[config.mk]
export PLATFORM = sky130hd
export DESIGN_NAME = uart_comm
export DESIGN_NICKNAME = d
export VERILOG_FILES = /design/src/rtl/uart_comm_pkg.sv /design/src/rtl/uart_rx.sv /design/src/rtl/uart_comm.sv
export SDC_FILE = /design/constraint.sdc
export NUM_CORES = 1
export LEC_CHECK = 0
export ABC_AREA = 1
export BUFFER_PORTS_ARGS = -buffer_cell sky130_fd_sc_hd__buf_2
export CORE_ASPECT_RATIO = 0.5
export CORE_MARGIN = 1
export CORE_UTILIZATION = 50
export DETAILED_ROUTE_END_ITERATION = 6
export PLACE_DENSITY = 0.74
export SETUP_SLACK_MARGIN = 0.3
export SYNTH_ARGS = -nofsm -noshare
export SYNTH_HDL_FRONTEND = slang
export SYNTH_SLANG_ARGS = --single-unit
[constraint.sdc]
create_clock -name clk -period 4.9 [get_ports clk]
set_clock_uncertainty 0.15 [all_clocks]
set_input_delay 0.49 -clock clk [delete_from_list [all_inputs] [get_ports clk]]
set_output_delay 0.49 -clock clk [all_outputs]
set_load 0.02 [all_outputs]
[src/rtl/uart_comm_pkg.sv]
// uart_comm_pkg: shared types and constants for the uart_comm host serial front end.
package uart_comm_pkg;

  typedef enum logic [1:0] {
    RX_IDLE,
    RX_START,
    RX_DATA,
    RX_STOP
  } rx_state_t;

  typedef enum logic [1:0] {
    TX_IDLE,
    TX_START,
    TX_DATA,
    TX_STOP
  } tx_state_t;

  // Bytes per assembled command word
  localparam int CMD_BYTES = 3;

  // 115200 baud from a 100 MHz clock
  localparam int DEFAULT_CLKS_PER_BIT = 868;

endpackage

[src/rtl/uart_rx.sv]
// uart_rx: 2-flop synchronizer, bit timing and shifter for the receive path.
// Emits a one-cycle rx_rdy with rx_data for every byte whose stop bit is high.
// Optional feature macro: UART_RX_TIMEOUT_EN (adds the rx_busy status output).
module uart_rx
  import uart_comm_pkg::*;
#(
  parameter int CLKS_PER_BIT = DEFAULT_CLKS_PER_BIT
) (
  input  logic       clk,
  input  logic       rst_n,
  input  logic       rx,
  output logic [7:0] rx_data,
  output logic       rx_rdy
`ifdef UART_RX_TIMEOUT_EN
  ,
  output logic       rx_busy
`endif
);

  localparam int CNT_W = $clog2(CLKS_PER_BIT);
  localparam logic [CNT_W-1:0] BIT_LAST  = CNT_W'(CLKS_PER_BIT - 1);
  localparam logic [CNT_W-1:0] HALF_LAST = CNT_W'(CLKS_PER_BIT / 2 - 1);

  logic [1:0]       sync_reg;
  logic             rx_prev_reg;
  logic             rx_s;
  logic             falling;
  rx_state_t        state_reg, state_next;
  logic [CNT_W-1:0] cnt_reg, cnt_next;
  logic [2:0]       bit_reg, bit_next;
  logic [7:0]       shift_reg, shift_next;

  assign rx_s    = sync_reg[1];
  assign falling = rx_prev_reg & ~rx_s;

  // Synchronize the pin and keep one extra sample for edge detection
  always_ff @(posedge clk or negedge rst_n) begin
    if (!rst_n) begin
      sync_reg    <= 2'b11;
      rx_prev_reg <= 1'b1;
    end else begin
      sync_reg    <= {sync_reg[0], rx};
      rx_prev_reg <= sync_reg[1];
    end
  end

  // Receive FSM state, bit timer and shift register
  always_ff @(posedge clk or negedge rst_n) begin
    if (!rst_n) begin
      state_reg <= RX_IDLE;
      cnt_reg   <= '0;
      bit_reg   <= '0;
      shift_reg <= '0;
    end else begin
      state_reg <= state_next;
      cnt_reg   <= cnt_next;
      bit_reg   <= bit_next;
      shift_reg <= shift_next;
    end
  end

  // Next state: mid-bit sampling, glitch rejection on start, framing check on stop
  always_comb begin
    state_next = state_reg;
    cnt_next   = cnt_reg;
    bit_next   = bit_reg;
    shift_next = shift_reg;
    rx_rdy     = 1'b0;
    case (state_reg)
      RX_IDLE: begin
        if (falling) begin
          state_next = RX_START;
          cnt_next   = '0;
        end
      end
      RX_START: begin
        if (cnt_reg == HALF_LAST) begin
          cnt_next   = '0;
          bit_next   = '0;
          state_next = rx_s ? RX_IDLE : RX_DATA;
        end else begin
          cnt_next = cnt_reg + 1'b1;
        end
      end
      RX_DATA: begin
        if (cnt_reg == BIT_LAST) begin
          cnt_next   = '0;
          shift_next = {rx_s, shift_reg[7:1]};
          if (bit_reg == 3'd7) state_next = RX_STOP;
          else                 bit_next   = bit_reg + 3'd1;
        end else begin
          cnt_next = cnt_reg + 1'b1;
        end
      end
      RX_STOP: begin
        if (cnt_reg == BIT_LAST) begin
          cnt_next   = '0;
          state_next = RX_IDLE;
          rx_rdy     = rx_s;
        end else begin
          cnt_next = cnt_reg + 1'b1;
        end
      end
      default: state_next = RX_IDLE;
    endcase
  end

  assign rx_data = shift_reg;

`ifdef UART_RX_TIMEOUT_EN
  assign rx_busy = (state_reg != RX_IDLE);
`endif

endmodule

[src/rtl/uart_comm.sv]
// uart_comm: host-side UART front end. Assembles three received bytes into a
// 24-bit command held until acknowledged, and serializes response bytes.
// Optional feature macro: UART_RX_TIMEOUT_EN (inter-byte timeout on assembly).
module uart_comm
  import uart_comm_pkg::*;
#(
  parameter int CLKS_PER_BIT = DEFAULT_CLKS_PER_BIT,
  parameter int TIMEOUT_BITS = 20
) (
  input  logic        clk,
  input  logic        rst_n,
  input  logic        RX,
  output logic        TX,
  output logic [23:0] cmd,
  output logic        cmd_rdy,
  input  logic        clr_cmd_rdy,
  input  logic [7:0]  resp_data,
  input  logic        send_resp,
  output logic        resp_sent
);

  if (CLKS_PER_BIT < 4 || TIMEOUT_BITS < 1) begin : g_param_check
    $error("uart_comm: CLKS_PER_BIT must be >= 4 and TIMEOUT_BITS >= 1");
  end

  localparam int CNT_W = $clog2(CLKS_PER_BIT);
  localparam logic [CNT_W-1:0] BIT_LAST = CNT_W'(CLKS_PER_BIT - 1);

  logic [7:0] rx_data;
  logic       rx_rdy;
`ifdef UART_RX_TIMEOUT_EN
  logic       rx_busy;
`endif

  uart_rx #(
    .CLKS_PER_BIT(CLKS_PER_BIT)
  ) u_rx (
    .clk     (clk),
    .rst_n   (rst_n),
    .rx      (RX),
    .rx_data (rx_data),
    .rx_rdy  (rx_rdy)
`ifdef UART_RX_TIMEOUT_EN
    ,
    .rx_busy (rx_busy)
`endif
  );

  // ---------------- command assembly ----------------
  logic [1:0] byte_cnt_reg, byte_cnt_next;
  logic       cmd_rdy_reg, cmd_rdy_next;
  logic       byte_accept;
  logic       timeout;

  // A pending command blocks new bytes unless the core clears it this cycle
  assign byte_accept = rx_rdy && (!cmd_rdy_reg || clr_cmd_rdy);

  for (genvar gi = 0; gi < CMD_BYTES; gi++) begin : g_slot
    logic [7:0] slot_reg;
    // Capture the received byte into this slot when it is the one being filled
    always_ff @(posedge clk or negedge rst_n) begin
      if (!rst_n)                                          slot_reg <= '0;
      else if (byte_accept && byte_cnt_reg == 2'(gi))      slot_reg <= rx_data;
    end
    assign cmd[8*(CMD_BYTES-1-gi) +: 8] = slot_reg;
  end

  // Byte count and ready flag registers
  always_ff @(posedge clk or negedge rst_n) begin
    if (!rst_n) begin
      byte_cnt_reg <= '0;
      cmd_rdy_reg  <= 1'b0;
    end else begin
      byte_cnt_reg <= byte_cnt_next;
      cmd_rdy_reg  <= cmd_rdy_next;
    end
  end

  // Clear first, then let an accepted byte advance the count or complete the command
  always_comb begin
    byte_cnt_next = byte_cnt_reg;
    cmd_rdy_next  = cmd_rdy_reg;
    if (clr_cmd_rdy) cmd_rdy_next = 1'b0;
    if (byte_accept) begin
      if (byte_cnt_reg == 2'(CMD_BYTES - 1)) begin
        byte_cnt_next = '0;
        cmd_rdy_next  = 1'b1;
      end else begin
        byte_cnt_next = byte_cnt_reg + 2'd1;
      end
    end else if (timeout) begin
      byte_cnt_next = '0;
    end
  end

`ifdef UART_RX_TIMEOUT_EN
  localparam int TO_LIMIT = TIMEOUT_BITS * CLKS_PER_BIT;
  localparam int TO_W     = $clog2(TO_LIMIT);
  localparam logic [TO_W-1:0] TO_LAST = TO_W'(TO_LIMIT - 1);

  logic [TO_W-1:0] to_cnt_reg, to_cnt_next;

  // Inter-byte timer register
  always_ff @(posedge clk or negedge rst_n) begin
    if (!rst_n) to_cnt_reg <= '0;
    else        to_cnt_reg <= to_cnt_next;
  end

  // Runs while a partial command exists, restarts per byte, pauses while a frame is in flight
  always_comb begin
    to_cnt_next = to_cnt_reg;
    timeout     = 1'b0;
    if (byte_accept || byte_cnt_reg == 2'd0) begin
      to_cnt_next = '0;
    end else if (!rx_busy) begin
      if (to_cnt_reg == TO_LAST) begin
        timeout     = 1'b1;
        to_cnt_next = '0;
      end else begin
        to_cnt_next = to_cnt_reg + 1'b1;
      end
    end
  end
`else
  assign timeout = 1'b0;
`endif

  // ---------------- response transmitter ----------------
  tx_state_t        tx_state_reg, tx_state_next;
  logic [CNT_W-1:0] tx_cnt_reg, tx_cnt_next;
  logic [2:0]       tx_bit_reg, tx_bit_next;
  logic [7:0]       tx_shift_reg, tx_shift_next;
  logic             tx_reg, tx_next;
  logic             resp_sent_reg, resp_sent_next;

  // Transmit FSM state and registered line/pulse outputs
  always_ff @(posedge clk or negedge rst_n) begin
    if (!rst_n) begin
      tx_state_reg  <= TX_IDLE;
      tx_cnt_reg    <= '0;
      tx_bit_reg    <= '0;
      tx_shift_reg  <= '0;
      tx_reg        <= 1'b1;
      resp_sent_reg <= 1'b0;
    end else begin
      tx_state_reg  <= tx_state_next;
      tx_cnt_reg    <= tx_cnt_next;
      tx_bit_reg    <= tx_bit_next;
      tx_shift_reg  <= tx_shift_next;
      tx_reg        <= tx_next;
      resp_sent_reg <= resp_sent_next;
    end
  end

  // Start, 8 data bits LSB first, stop; line value is computed one cycle ahead
  always_comb begin
    tx_state_next  = tx_state_reg;
    tx_cnt_next    = tx_cnt_reg;
    tx_bit_next    = tx_bit_reg;
    tx_shift_next  = tx_shift_reg;
    tx_next        = tx_reg;
    resp_sent_next = 1'b0;
    case (tx_state_reg)
      TX_IDLE: begin
        tx_next = 1'b1;
        if (send_resp) begin
          tx_state_next = TX_START;
          tx_shift_next = resp_data;
          tx_cnt_next   = '0;
          tx_next       = 1'b0;
        end
      end
      TX_START: begin
        if (tx_cnt_reg == BIT_LAST) begin
          tx_state_next = TX_DATA;
          tx_cnt_next   = '0;
          tx_bit_next   = '0;
          tx_next       = tx_shift_reg[0];
        end else begin
          tx_cnt_next = tx_cnt_reg + 1'b1;
        end
      end
      TX_DATA: begin
        if (tx_cnt_reg == BIT_LAST) begin
          tx_cnt_next = '0;
          if (tx_bit_reg == 3'd7) begin
            tx_state_next = TX_STOP;
            tx_next       = 1'b1;
          end else begin
            tx_bit_next   = tx_bit_reg + 3'd1;
            tx_shift_next = {1'b0, tx_shift_reg[7:1]};
            tx_next       = tx_shift_reg[1];
          end
        end else begin
          tx_cnt_next = tx_cnt_reg + 1'b1;
        end
      end
      TX_STOP: begin
        if (tx_cnt_reg == BIT_LAST) begin
          tx_state_next  = TX_IDLE;
          tx_cnt_next    = '0;
          resp_sent_next = 1'b1;
        end else begin
          tx_cnt_next = tx_cnt_reg + 1'b1;
        end
      end
      default: begin
        tx_state_next = TX_IDLE;
        tx_next       = 1'b1;
      end
    endcase
  end

  assign TX        = tx_reg;
  assign cmd_rdy   = cmd_rdy_reg;
  assign resp_sent = resp_sent_reg;

endmodule

Word level (Yosys, flattened, before mapping)
Cells that the tools add are included.
{"block": "totals", "reg_bits": 78, "word_cells": 116}
{"block": "classes", "n_mux": 45, "reduce_logical": 22, "eq_ne": 25, "add_sub_neg": 5, "n_bitwise": 2}
{"operator": "$mux W10", "count": 5}
{"operator": "$pmux W10 S3", "count": 1}
{"operator": "$mux W2", "count": 12}
{"operator": "$mux W8", "count": 3}
{"operator": "$add A10 B1 Y10 const B", "count": 2}
{"operator": "$eq A10 B10 Y1 const B", "count": 2}
{"operator": "$pmux W10 S2", "count": 1}
{"operator": "$mux W3", "count": 6}
{"operator": "$pmux W2 S4", "count": 2}
{"operator": "$pmux W8 S2", "count": 1}
{"operator": "$ne A2 B2 Y1 const B", "count": 7}
{"operator": "$pmux W3 S2", "count": 2}
{"operator": "$reduce_and A4 Y1", "count": 3}
{"operator": "$mux W1", "count": 11}
{"operator": "$eq A10 B9 Y1 const B", "count": 1}
{"operator": "$eq A2 B2 Y1 const B", "count": 5}
{"operator": "$ne A2 B1 Y1 const B", "count": 5}
{"operator": "$reduce_and A5 Y1", "count": 2}
{"operator": "$add A3 B1 Y3 const B", "count": 2}
{"operator": "$eq A2 B1 Y1 const B", "count": 3}
{"operator": "$eq A3 B3 Y1 const B", "count": 2}
{"operator": "$logic_not A2 Y1", "count": 3}
{"operator": "$reduce_bool A2 Y1", "count": 3}
{"operator": "$logic_and A1 B1 Y1", "count": 4}
{"operator": "11 further kinds", "count": 11}

Longest topological paths before layout
{"block": "logic_depth", "word_depth": 5, "depth_mapped": 11}

By module
From an unflattened synthesis, not the netlist that was laid out.
{"block": "hier_totals", "hier_cells": 419, "area_unflattened_um2": 3757.4}
{"mod": "uart_comm", "seq_area_each_um2": 1302.5, "n_inst": 1, "area_per_inst_um2": 2418.6, "cells_each": 258}
{"mod": "uart_rx", "seq_area_each_um2": 654.4, "n_inst": 1, "area_per_inst_um2": 1338.8, "cells_each": 161}

Worst setup path before layout
Ideal clock, no wire load.
{"block": "synth_timing", "path_kind": "reg2reg", "start": "reg u_rx.cnt_reg[0]", "end": "reg g_slot[2].slot_reg[7]", "path_stages_with_launch": 12, "t_required_ps": 4632, "arrival_ps": 1457, "period_less_slack_ps": 1725, "slack_ps": 3175, "setup_time_ps": 118, "path_cell_list": "dfrtp_1 -> ha_1 -> nand2_1 -> nor2_1 -> nand3_2 -> inv_2 -> nand2_4 -> inv_2 -> nand2_4 -> buf_6 -> nand2_1 -> o21ai_2"}
{"block": "synth_between", "elab_chain_cells": 5}
{"item": "from (decl)", "line": "uart_rx.sv:29", "source": "logic [CNT_W-1:0] cnt_reg, cnt_next;"}
{"item": "from (signal assigned)", "line": "uart_rx.sv:56", "source": "cnt_reg <= cnt_next;"}
{"item": "$eq A10 B10 Y1", "line": "uart_rx.sv:96", "source": "if (cnt_reg == BIT_LAST) begin"}
{"item": "$mux W1", "line": "uart_rx.sv:96"}
{"item": "$mux W1", "line": "uart_rx.sv:69", "source": "case (state_reg)"}
{"item": "$logic_and A1 B1 Y1", "line": "uart_comm.sv:56", "source": "assign byte_accept = rx_rdy && (!cmd_rdy_reg || clr_cmd_rdy);"}
{"item": "$logic_and A1 B1 Y1", "line": "uart_comm.sv:63", "source": "else if (byte_accept && byte_cnt_reg == 2'(gi)) slot_reg <= rx_data;"}
{"item": "to (signal assigned)", "line": "uart_comm.sv:63"}
{"item": "to (decl)", "line": "uart_comm.sv:59", "source": "logic [7:0] slot_reg;"}
Every way passes these cells.
A chain may end at the register's enable or synchronous reset.

Worst setup path in the final report
{"block": "layout_timing", "start": "reg tx_state_reg[0]", "end": "reg tx_shift_reg[5]"}
{"block": "layout_between", "elab_chain_cells": 3, "elab_cells_between_ends": 8, "cone_classes": "4 x eq/ne; 1 x mux; 3 x reduce/logical"}
{"item": "from (decl)", "line": "uart_comm.sv:129", "source": "tx_state_t tx_state_reg, tx_state_next;"}
{"item": "from (signal assigned)", "line": "uart_comm.sv:146", "source": "tx_state_reg <= tx_state_next;"}
{"item": "$eq A2 B2 Y1 / $logic_not A2 Y1 (equally long branches)", "line": "uart_comm.sv:163", "source": "case (tx_state_reg)"}
{"item": "$ne A2 B2 Y1 (no source line) / $reduce_bool A2 Y1 (equally long branches)"}
{"item": "$reduce_and A4 Y1 (no source line)"}
{"item": "to (signal assigned)", "line": "uart_comm.sv:149", "source": "tx_shift_reg <= tx_shift_next;"}
{"item": "to (decl)", "line": "uart_comm.sv:132", "source": "logic [7:0] tx_shift_reg, tx_shift_next;"}
Parallel ways exist; a longest one is shown, timed or not.

==> impl_results.md <==
* Max IR drop VDD at 0.220 mV
* Post-CTS Hold Buffers at 0
* CTS Buf Count at 9
* Final Max Tran Viols at 0
* Cells after synthesis at 463
* Vias in the first global route at 2891
* CP required at 5020 ps
* Global-route wire length before repair at 13400 um
* Max-Slew Margin vs Limit at 0.350
* PnR Total Power at 2060 uW
* Synth Register Bits at 78
* Core ar. at 0.00699 sq mm
* Fill count at 611
* Register area share after synthesis at 0.517
* # clock sinks at 78
* Sequential cell fraction of total power at 0.394
* Switching share of power at 0.343
* Cell area power density at 473 mW/mm^2
* Ports at 40
* Crit path DAT at 2360 ps
* Setup Buffers After CTS at 0
* Endpoints failing hold at 0
* DR WL/cell at 12.6 um
* Rows at 21
* Share of cells above drive strength 1 at 0.153
* Flip-flop count of the largest register after layout at 24
* H-tree depth at 3
* Cell Area, Synth at 0.00379 sq mm
* Area Overhead vs Synth at 15.1%
* Worst hold path type: primary input to flop
* Fin crit share at 0.456
* Post-synthesis cell type count at 29
* Kind of critical path: flop to flop
* Clock Tree Buf Depth at 2
* CTS clk-pin slew, worst paths at 60 ps
* Leakage at 0.00240 uW
* Worst setup path endpoint: tx_shift_reg[5]
* Cell taking the most area after synthesis: dfrtp_1
* GP Congestion at 0.870
* Vias at 3001
* Buffers on Ports at 39
* Largest net degree at the start of global routing at 79
* Worst-Margin Slew at 974 ps
* Synth top area cells: dfrtp_1, nand2_1, inv_1
* Final Critical Period at 2230 ps
* Initial drt markers at 159
* # resized after CTS at 0
* Crit-path max FO at 12
* Setup TNS at 0 ps
* R2R Setup Slk at 2670 ps
* Wirelength, routed at 7580 um
* DRC viols at 0
* Clock power frac at 0.344
* Post-synth top cells: nand2_1, dfrtp_1, inv_1, nor2_1, nand3_1
* Top_reg_cell synth: dfrtp_1
* Asr flop ratio synth at 1.00
* Top-count cell post-synth: nand2_1
* Crit end category: flop
* Detailed Place HPWL at 5070 um
* Synth top area share at 0.489
* TritonCTS clock tree: yes
* Post-place setup slack at 2740 ps
* Startpoint types: flop
* Maxcap violations at 0
* Total grt overflow at 0
* Status: completed
* Switching power at 708 uW
* FMAX at 448 MHz
* Comb power frac at 0.262
* Synth Warn # at 0
* Nets at 529
* RSZ-0062 raised after global routing: no
* Cell-internal power at 1350 uW
* Worst reg2reg path depth at 8
* Routed vias/inst at 4.99
* Setup-failing EPs final at 0
* Critical Path Start: tx_state_reg[0]
* Die Footprint at 0.00795 sq mm
* Worst Setup Slack, final at 2670 ps
* Synthesized net count at 488
* Die Y at 63.5 um
* DR pass1 iterations at 6
* Initial antenna violation count at 0
* Syn Area/Cell at 8.18 sq um
* Antenna Cells at 0
* Post-DRT Antenna Nets at 0
* Die Wd at 125 um
* Skew-Pair Late Insertion Delay at 340 ps
* Initial Util at 0.542
* R2r endpoint: tx_shift_reg[5]
* EDFF count, synth at 0
* Reg-to-Reg Start: tx_state_reg[0]
* Root buffer cell: clkbuf_16
* GRT Util Overall at 0.216
## metal layers
metal	share of wire	track usage
met1	0.49	0.280
met2	0.46	0.346
met3	0.044	0.0629
met4	0.0037	0.0793
met5	0	0
## how the worst min path moves through the flow
stage,startpoint,cells after the start,endpoint,slack (ps)
4_1_cts,RX,1,u_rx.sync_reg[0],80
3_5_place_dp,u_rx.sync_reg[0],0,u_rx.sync_reg[1],200
5_1_grt,RX,1,u_rx.sync_reg[0],90
2_1_floorplan,rst_n,0,async pin,40
3_3_place_gp,u_rx.sync_reg[0],0,u_rx.sync_reg[1],200
6_report,RX,1,u_rx.sync_reg[0],100
## placed cells by master (no fill, tap or decap)
cell type / n
nand3_2: 2
o31ai_1: 1
nor2_1: 33
o21ai_0: 26
nand2_2: 2
bufinv_16: 2
a21oi_1: 10
dfrtp_1: 74
inv_6: 1
nor3_1: 7
clkinv_1: 1
inv_1: 45
nand4_2: 1
nand4_1: 4
nor2_8: 1
nand2_4: 2
buf_4: 1
nor3b_1: 2
xor2_1: 4
clkinv_2: 3
o21ai_2: 8
nand2_1: 176
clkinv_4: 2
buf_2: 38
nand3_1: 31
nand3b_1: 3
clkbuf_16: 9
ha_1: 12
o22ai_1: 1
dfstp_2: 4
xnor2_1: 1
inv_2: 2
## power groups by stage
stage               Sequential [uW]  Combinational, uW  Clock [uW]
CTS                             810                542         728
floorplan                       804                410           0
finish                          812                541         709
global route                    823                627         749
global placement                816                516           0
detailed placement              819                529           0
## critical path, cell delays in order, from the launching register on
cell	delay (ps)
dfrtp_1	410
inv_1	130
ha_1	400
inv_1	270
a21oi_1	260
nand3_2	230
clkinv_2	170
nand2_1	80
nand2_1	60
## layout make-up
class | count | area, sq um | share of cell area
repair buffers | 39 | 198 | 0.0454
multi-input cells | 327 | 1580 | 0.363
clock inverters | 7 | 96.3 | 0.0221
inverters | 49 | 185 | 0.0425
well taps | 92 | 115 | 0.0264
clock buffers | 9 | 225 | 0.0517
flip-flops and latches | 78 | 1960 | 0.449
## kinds of logic (layout without fill, tap and decap cells)
group / Yosys count / after routing / share of synthesized area
and+or+nand+nor: 264 / 264 / 0.297
DFF: 78 / 78 / 0.517
buffers and inverters: 58 / 104 / 0.0651
AOI/OAI and AO/OA: 46 / 46 / 0.0697
adders and majority gates: 12 / 12 / 0.0397
xor gates and xnor gates: 5 / 5 / 0.0116
## per-stage QoR
stage,utilization,std cells,hold WS (ps),cell area [sq um]
after floorplan,-,463,44.4,3790
after global placement,0.578,585,196,4040
after detailed placement,0.578,585,198,4040
after CTS,0.624,601,84.1,4360
after global routing,0.624,601,91.1,4360
final,0.624,601,99.4,4360
No activity file was read; power rests on OpenSTA's default activity.
